### src/rtl/fifo_if.sv
// Producer/consumer bundle for the synchronous FIFO.
// FIFO_ERR_FLAGS_EN adds the sticky overflow/underflow status signals.
interface fifo_if #(
  parameter int unsigned DATA_WIDTH = 16,
  parameter int unsigned DEPTH      = 16
);
  localparam int unsigned AW = $clog2(DEPTH);

  logic [DATA_WIDTH-1:0] input_data;
  logic                  write_enable;
  logic                  read_enable;
  logic [DATA_WIDTH-1:0] output_data;
  logic                  fifo_full;
  logic                  fifo_empty;
  logic [AW:0]           fifo_count;
`ifdef FIFO_ERR_FLAGS_EN
  logic                  overflow;
  logic                  underflow;
`endif

  // Master is the side issuing requests; slave is the FIFO itself.
  modport master (
    output input_data,
    output write_enable,
    output read_enable,
    input  output_data,
    input  fifo_full,
    input  fifo_empty,
`ifdef FIFO_ERR_FLAGS_EN
    input  overflow,
    input  underflow,
`endif
    input  fifo_count
  );

  modport slave (
    input  input_data,
    input  write_enable,
    input  read_enable,
    output output_data,
    output fifo_full,
    output fifo_empty,
`ifdef FIFO_ERR_FLAGS_EN
    output overflow,
    output underflow,
`endif
    output fifo_count
  );

endinterface

### src/rtl/fifo.sv
// Single-clock FIFO with registered read data and registered status flags.
// Define FIFO_ERR_FLAGS_EN to build the sticky overflow/underflow flags.
module fifo #(
  parameter int unsigned DATA_WIDTH = 16,
  parameter int unsigned DEPTH      = 16
) (
  input  logic   clk,
  input  logic   rst_n,
  fifo_if.slave  bus
);

  localparam int unsigned AW = $clog2(DEPTH);

  logic [DATA_WIDTH-1:0] mem [DEPTH];

  logic [AW:0]           wp_q, wp_d;
  logic [AW:0]           rp_q, rp_d;
  logic [AW:0]           count_q, count_d;
  logic                  full_q, full_d;
  logic                  empty_q, empty_d;
  logic [DATA_WIDTH-1:0] rdata_q, rdata_d;

  logic wr_ok;
  logic rd_ok;

  // Acceptance uses the registered flags, so a full FIFO rejects a write
  // even when a read drains an entry on the same edge.
  always_comb begin
    wr_ok = bus.write_enable & ~full_q;
    rd_ok = bus.read_enable & ~empty_q;
  end

  always_comb begin
    wp_d    = wp_q;
    rp_d    = rp_q;
    count_d = count_q;
    rdata_d = rdata_q;

    if (wr_ok) begin
      wp_d = wp_q + (AW + 1)'(1);
    end
    if (rd_ok) begin
      rp_d    = rp_q + (AW + 1)'(1);
      rdata_d = mem[rp_q[AW-1:0]];
    end

    unique case ({wr_ok, rd_ok})
      2'b10:   count_d = count_q + (AW + 1)'(1);
      2'b01:   count_d = count_q - (AW + 1)'(1);
      default: count_d = count_q;
    endcase

    empty_d = (wp_d == rp_d);
    full_d  = (wp_d[AW-1:0] == rp_d[AW-1:0]) && (wp_d[AW] != rp_d[AW]);
  end

  always_ff @(posedge clk or negedge rst_n) begin
    if (!rst_n) begin
      wp_q    <= '0;
      rp_q    <= '0;
      count_q <= '0;
      full_q  <= 1'b0;
      empty_q <= 1'b1;
      rdata_q <= '0;
    end else begin
      wp_q    <= wp_d;
      rp_q    <= rp_d;
      count_q <= count_d;
      full_q  <= full_d;
      empty_q <= empty_d;
      rdata_q <= rdata_d;
    end
  end

  // Storage is deliberately not reset.
  always_ff @(posedge clk) begin
    if (wr_ok) begin
      mem[wp_q[AW-1:0]] <= bus.input_data;
    end
  end

  assign bus.output_data = rdata_q;
  assign bus.fifo_full   = full_q;
  assign bus.fifo_empty  = empty_q;
  assign bus.fifo_count  = count_q;

`ifdef FIFO_ERR_FLAGS_EN
  logic overflow_q, overflow_d;
  logic underflow_q, underflow_d;

  always_comb begin
    overflow_d  = overflow_q | (bus.write_enable & full_q);
    underflow_d = underflow_q | (bus.read_enable & empty_q);
  end

  always_ff @(posedge clk or negedge rst_n) begin
    if (!rst_n) begin
      overflow_q  <= 1'b0;
      underflow_q <= 1'b0;
    end else begin
      overflow_q  <= overflow_d;
      underflow_q <= underflow_d;
    end
  end

  assign bus.overflow  = overflow_q;
  assign bus.underflow = underflow_q;
`endif

endmodule

### src/flat_wrapper.sv
// flat-port wrapper written by rule: the top's interface ports become plain ports
module fifo_flat 
#(
  parameter int unsigned DATA_WIDTH = 16,
  parameter int unsigned DEPTH      = 16
)
  (clk, rst_n, bus_input_data, bus_write_enable, bus_read_enable, bus_output_data, bus_fifo_full, bus_fifo_empty, bus_fifo_count);
  fifo_if #(.DATA_WIDTH(DATA_WIDTH), .DEPTH(DEPTH)) bus_i ();
  input  logic clk;
  input  logic rst_n;
  input wire logic [$bits(bus_i.input_data)-1:0] bus_input_data;
  input wire logic [$bits(bus_i.write_enable)-1:0] bus_write_enable;
  input wire logic [$bits(bus_i.read_enable)-1:0] bus_read_enable;
  output wire logic [$bits(bus_i.output_data)-1:0] bus_output_data;
  output wire logic [$bits(bus_i.fifo_full)-1:0] bus_fifo_full;
  output wire logic [$bits(bus_i.fifo_empty)-1:0] bus_fifo_empty;
  output wire logic [$bits(bus_i.fifo_count)-1:0] bus_fifo_count;
  assign bus_i.input_data = bus_input_data;
  assign bus_i.write_enable = bus_write_enable;
  assign bus_i.read_enable = bus_read_enable;
  assign bus_output_data = bus_i.output_data;
  assign bus_fifo_full = bus_i.fifo_full;
  assign bus_fifo_empty = bus_i.fifo_empty;
  assign bus_fifo_count = bus_i.fifo_count;
  fifo #(.DATA_WIDTH(DATA_WIDTH), .DEPTH(DEPTH)) u_core (.clk(clk), .rst_n(rst_n), .bus(bus_i));
endmodule
### config.mk
export PLATFORM = sky130hd
export DESIGN_NAME = fifo_flat
export DESIGN_NICKNAME = d
export VERILOG_FILES = /design/src/rtl/fifo_if.sv /design/src/rtl/fifo.sv /design/src/flat_wrapper.sv
export SDC_FILE = /design/constraint.sdc
export NUM_CORES = 1
export LEC_CHECK = 0
export ABC_AREA = 0
export BUFFER_PORTS_ARGS = -buffer_cell sky130_fd_sc_hd__buf_2
export CAP_MARGIN = 30
export CELL_PAD_IN_SITES_DETAIL_PLACEMENT = 1
export CELL_PAD_IN_SITES_GLOBAL_PLACEMENT = 1
export CORE_ASPECT_RATIO = 0.5
export CORE_MARGIN = 10
export CORE_UTILIZATION = 40
export DETAILED_ROUTE_END_ITERATION = 6
export PLACE_DENSITY_LB_ADDON = 0.1
export SLEW_MARGIN = 10
export SYNTH_ARGS = -nofsm -noshare
export SYNTH_HDL_FRONTEND = slang
export SYNTH_SLANG_ARGS = --single-unit
export TNS_END_PERCENT = 100
### constraint.sdc
create_clock -name clk -period 8.4 [get_ports clk]
set_input_delay 0 -clock clk [delete_from_list [all_inputs] [get_ports clk]]
set_output_delay 0 -clock clk [all_outputs]
set_load 0.03 [all_outputs]
==> results by group <==
Outcome
  • Status: finished clean

Pwr
  • Power Dens Cells: 345 mW/mm^2
  • Internal: 3.01 mW
  • Switching pwr: 1.56 mW
  • Clock power frac: 0.251
  • Comb pwr share: 0.327
  • VDD IR max: 0.000165 V
  • Switch share: 0.341
  • Leak: 4.58 nW
  • Seq pwr share: 0.422

Layout
  • Share of layout cells above drive strength 1: 0.227
  • Fillers: 2,640
  • Final net count: 714
  • Commonest non-fill, non-tap cell in the layout: edfxtp_1
  • Most frequent cells in the layout: 256 x edfxtp_1, 51 x mux2i_1, 42 x buf_2
  • Final instance area: 0.0133 sq mm
  • Layout area overhead: 14.8%
  • Diode count: 0

Synthesis
  • Synth Register Bits: 289
  • Seq/Total Area, Yosys: 0.737
  • Syn Nets: 639
  • Syn Area/Cell: 18.9 sq um
  • Synth Flop Type: edfxtp_1
  • Cell Area, Synth: 0.0115 sq mm
  • Ys Warns: 0
  • Ys async rst share: 0.114
  • Syn Inst Count: 611
  • Yosys cell types: 45
  • Post-synth EDFFs: 256

Place
  • Final GP Congestion: 0.699
  • Post-DP HPWL: 15.3 mm
  • DP Area: 0.0122 sq mm
  • I/O Buffers: 42

Die
  • Num rows: 43
  • Die ar.: 0.0365 sq mm
  • IO Pins: 43
  • Die W: 260 um
  • Core box area: 0.0281 sq mm
  • Initial Util: 0.411
  • Height of the die: 140 um

Setup path
  • Crit-path max cell delay: 720 ps
  • Worst setup path end: u_core.bus.output_data[3]
  • Max stage delay cell, worst path: buf_4
  • Reg2reg start: u_core.rp_q[0]
  • CP Class: register to register
  • Most used cell, CP: buf_4
  • Buf/Inv on CP: 2
  • CP delay by family, top: buffers and inverters
  • Worst reg2reg path endpoint: u_core.bus.output_data[3]
  • Data arrival, critical path: 3780 ps
  • WP data required: 8800 ps
  • Worst Reg-to-Reg Cells: 6
  • Cell Chain, Critical Path: buf_4 > buf_4 > mux4_1 > mux2_2 > a22oi_1 > o21ai_1
  • Levels on crit path: 6
  • CP Capture Type: register
  • CP Launch Point: u_core.rp_q[0]
  • Crit path max fanout: 42
  • Worst setup SP type: register
  • Register-to-Register Setup Slack: 5020 ps

Timing
  • Crit path time final: 3380 ps
  • Final Max Slew Viols: 0
  • Worst Clk Skew: 14.7 ps
  • # setup viols final: 0
  • Setup tns final: 0 ps
  • Relative slew margins: 0.361
  • Crit share post-route: 0.402
  • Hold Vio Cnt, Final: 0
  • F_max: 296 MHz
  • Slew at the pin closest to its max-slew limit: 959 ps
  • RSZ-0062 raised after global routing: false

Global route
  • Global-route wire length before repair: 42.5 mm
  • Initial antenna violation count: 0
  • Total gr overflow: 0
  • Vias in the first global route: 6,156
  • Largest net degree at the start of global routing: 46
  • All-Layer GR Usage: 0.159

CTS
  • CTS tree: yes
  • Clock transition at path regs: 70 ps
  • CTS buffer count: 27
  • Clock sinks: 289
  • H-Tree Level Count: 1
  • CTS max path bufs: 3
  • Clock root buffer: clkbuf_16
  • Clk_lat worst skew: 550 ps
  • Postcts setup bufs: 0

Drt
  • Number of vias per cell: 5.41
  • Routed vias: 5,887
  • First-pass detailed-route iteration total: 4
  • DR DRC count: 0
  • DRT iter0 DRCs: 397
  • Detailed Route WL: 29.1 mm
  • DRT antenna net count: 0
  • Wire per inst: 26.8 um

Run
  • Max_cap viols: 0

Min path
  • Worst Hold Class: primary input to async pin
## power by group through the flow
stage | clock, mW | combinational [mW] | sequential, mW
finish | 1.15 | 1.49 | 1.93
global route | 1.23 | 1.63 | 1.95
CTS | 1.17 | 1.52 | 1.93
detailed placement | 0 | 1.51 | 1.96
global placement | 0 | 1.48 | 1.95
floorplan | 0 | 1.00 | 1.99
## registers in the layout, indices dropped and copies added, names as in the netlist
signal and cells:
u_core.bus.fifo_full 1, u_core.bus.output_data 16, u_core.bus.fifo_count 5, u_core.bus.fifo_empty 1, u_core.wp_q 5, u_core.rp_q 5, u_core.mem 256
## cell families (layout without fill, tap and decap cells)
family	count (synthesis)	in the layout	synth area share
XOR/XNOR	19	19	0.0144
adder cells (fa/ha/maj)	8	8	0.00867
AO/OA/AOI/OAI	73	73	0.0431
buffers and inverters	39	134	0.0213
AND/OR/NAND/NOR	68	68	0.0287
multiplexers	115	115	0.146
flip-flops	289	289	0.737
## layout make-up
cell class	instances	area, sq um	area share
Timing Repair Buffer	79	543	0.0410
Clock inverter	8	42.5	0.00321
Inverter	6	25.0	0.00189
Sequential cell	289	8520	0.643
Clock buffer	41	768	0.0580
Multi-Input combinational cell	283	2880	0.217
Tap cell	382	478	0.0361
## metrics by stage
stage	hold slack (ps)	utilization	total power, mW	setup WS [ps]	std cells
detailed placement	133	0.436	3.47	4960	1019
global route	136	0.472	4.82	4810	1088
global placement	126	0.436	3.44	5030	1019
finish	93.0	0.472	4.57	5020	1088
floorplan	-296	-	3.00	5610	611
CTS	90.7	0.471	4.63	4970	1087
## cells in the mapped netlist, types with 5 or more instances
cell type,count,area (sq um)
nand2_1,21,78.8
o211ai_1,13,97.6
nor2_1,20,75.1
mux2_2,30,338
mux4_1,24,631
a21oi_1,8,40.0
mux2i_1,51,510
dfrtp_1,32,801
a22oi_1,27,203
xor2_1,11,96.3
edfxtp_1,256,7690
buf_4,5,37.5
ha_1,8,100
o21ai_1,13,65.1
xnor2_1,8,70.1
clkbuf_1,16,60.1
mux4_2,8,180
## routing by layer
metal | track usage | up-vias | share of wire
li1 | - | 2598 | -
met1 | 0.215 | 3119 | 0.45
met2 | 0.262 | 134 | 0.48
met3 | 0.0335 | 36 | 0.056
met4 | 0.0310 | 0 | 0.015
met5 | 0 | - | 0
## how the worst min path moves through the flow
stage / slack (ps) / cells after the start / start / to
5_1_grt: 140 / 3 / rst_n / u_core.bus.output_data[1]
4_1_cts: 90 / 3 / rst_n / u_core.bus.fifo_count[3]
3_5_place_dp: 130 / 2 / rst_n / u_core.bus.fifo_count[3]
6_report: 90 / 3 / rst_n / u_core.bus.output_data[1]
2_1_floorplan: -300 / 0 / rst_n / u_core.bus.fifo_count[0]
3_3_place_gp: 130 / 2 / rst_n / u_core.bus.fifo_count[3]
## timing repair
action                    in CTS  in global routing
gates resized for setup        0                  0
hold endpoints to repair     291                  0
hold buffers                  19                  0
## worst reg2reg max path, cell delays in order, from the launching register on
cell     delay, ps
dfrtp_4        640
buf_4          680
buf_4          750
mux4_1         640
mux2_2         270
a22oi_1        160
o21ai_1        100
Note: power is estimated with default switching activity, not from simulation.
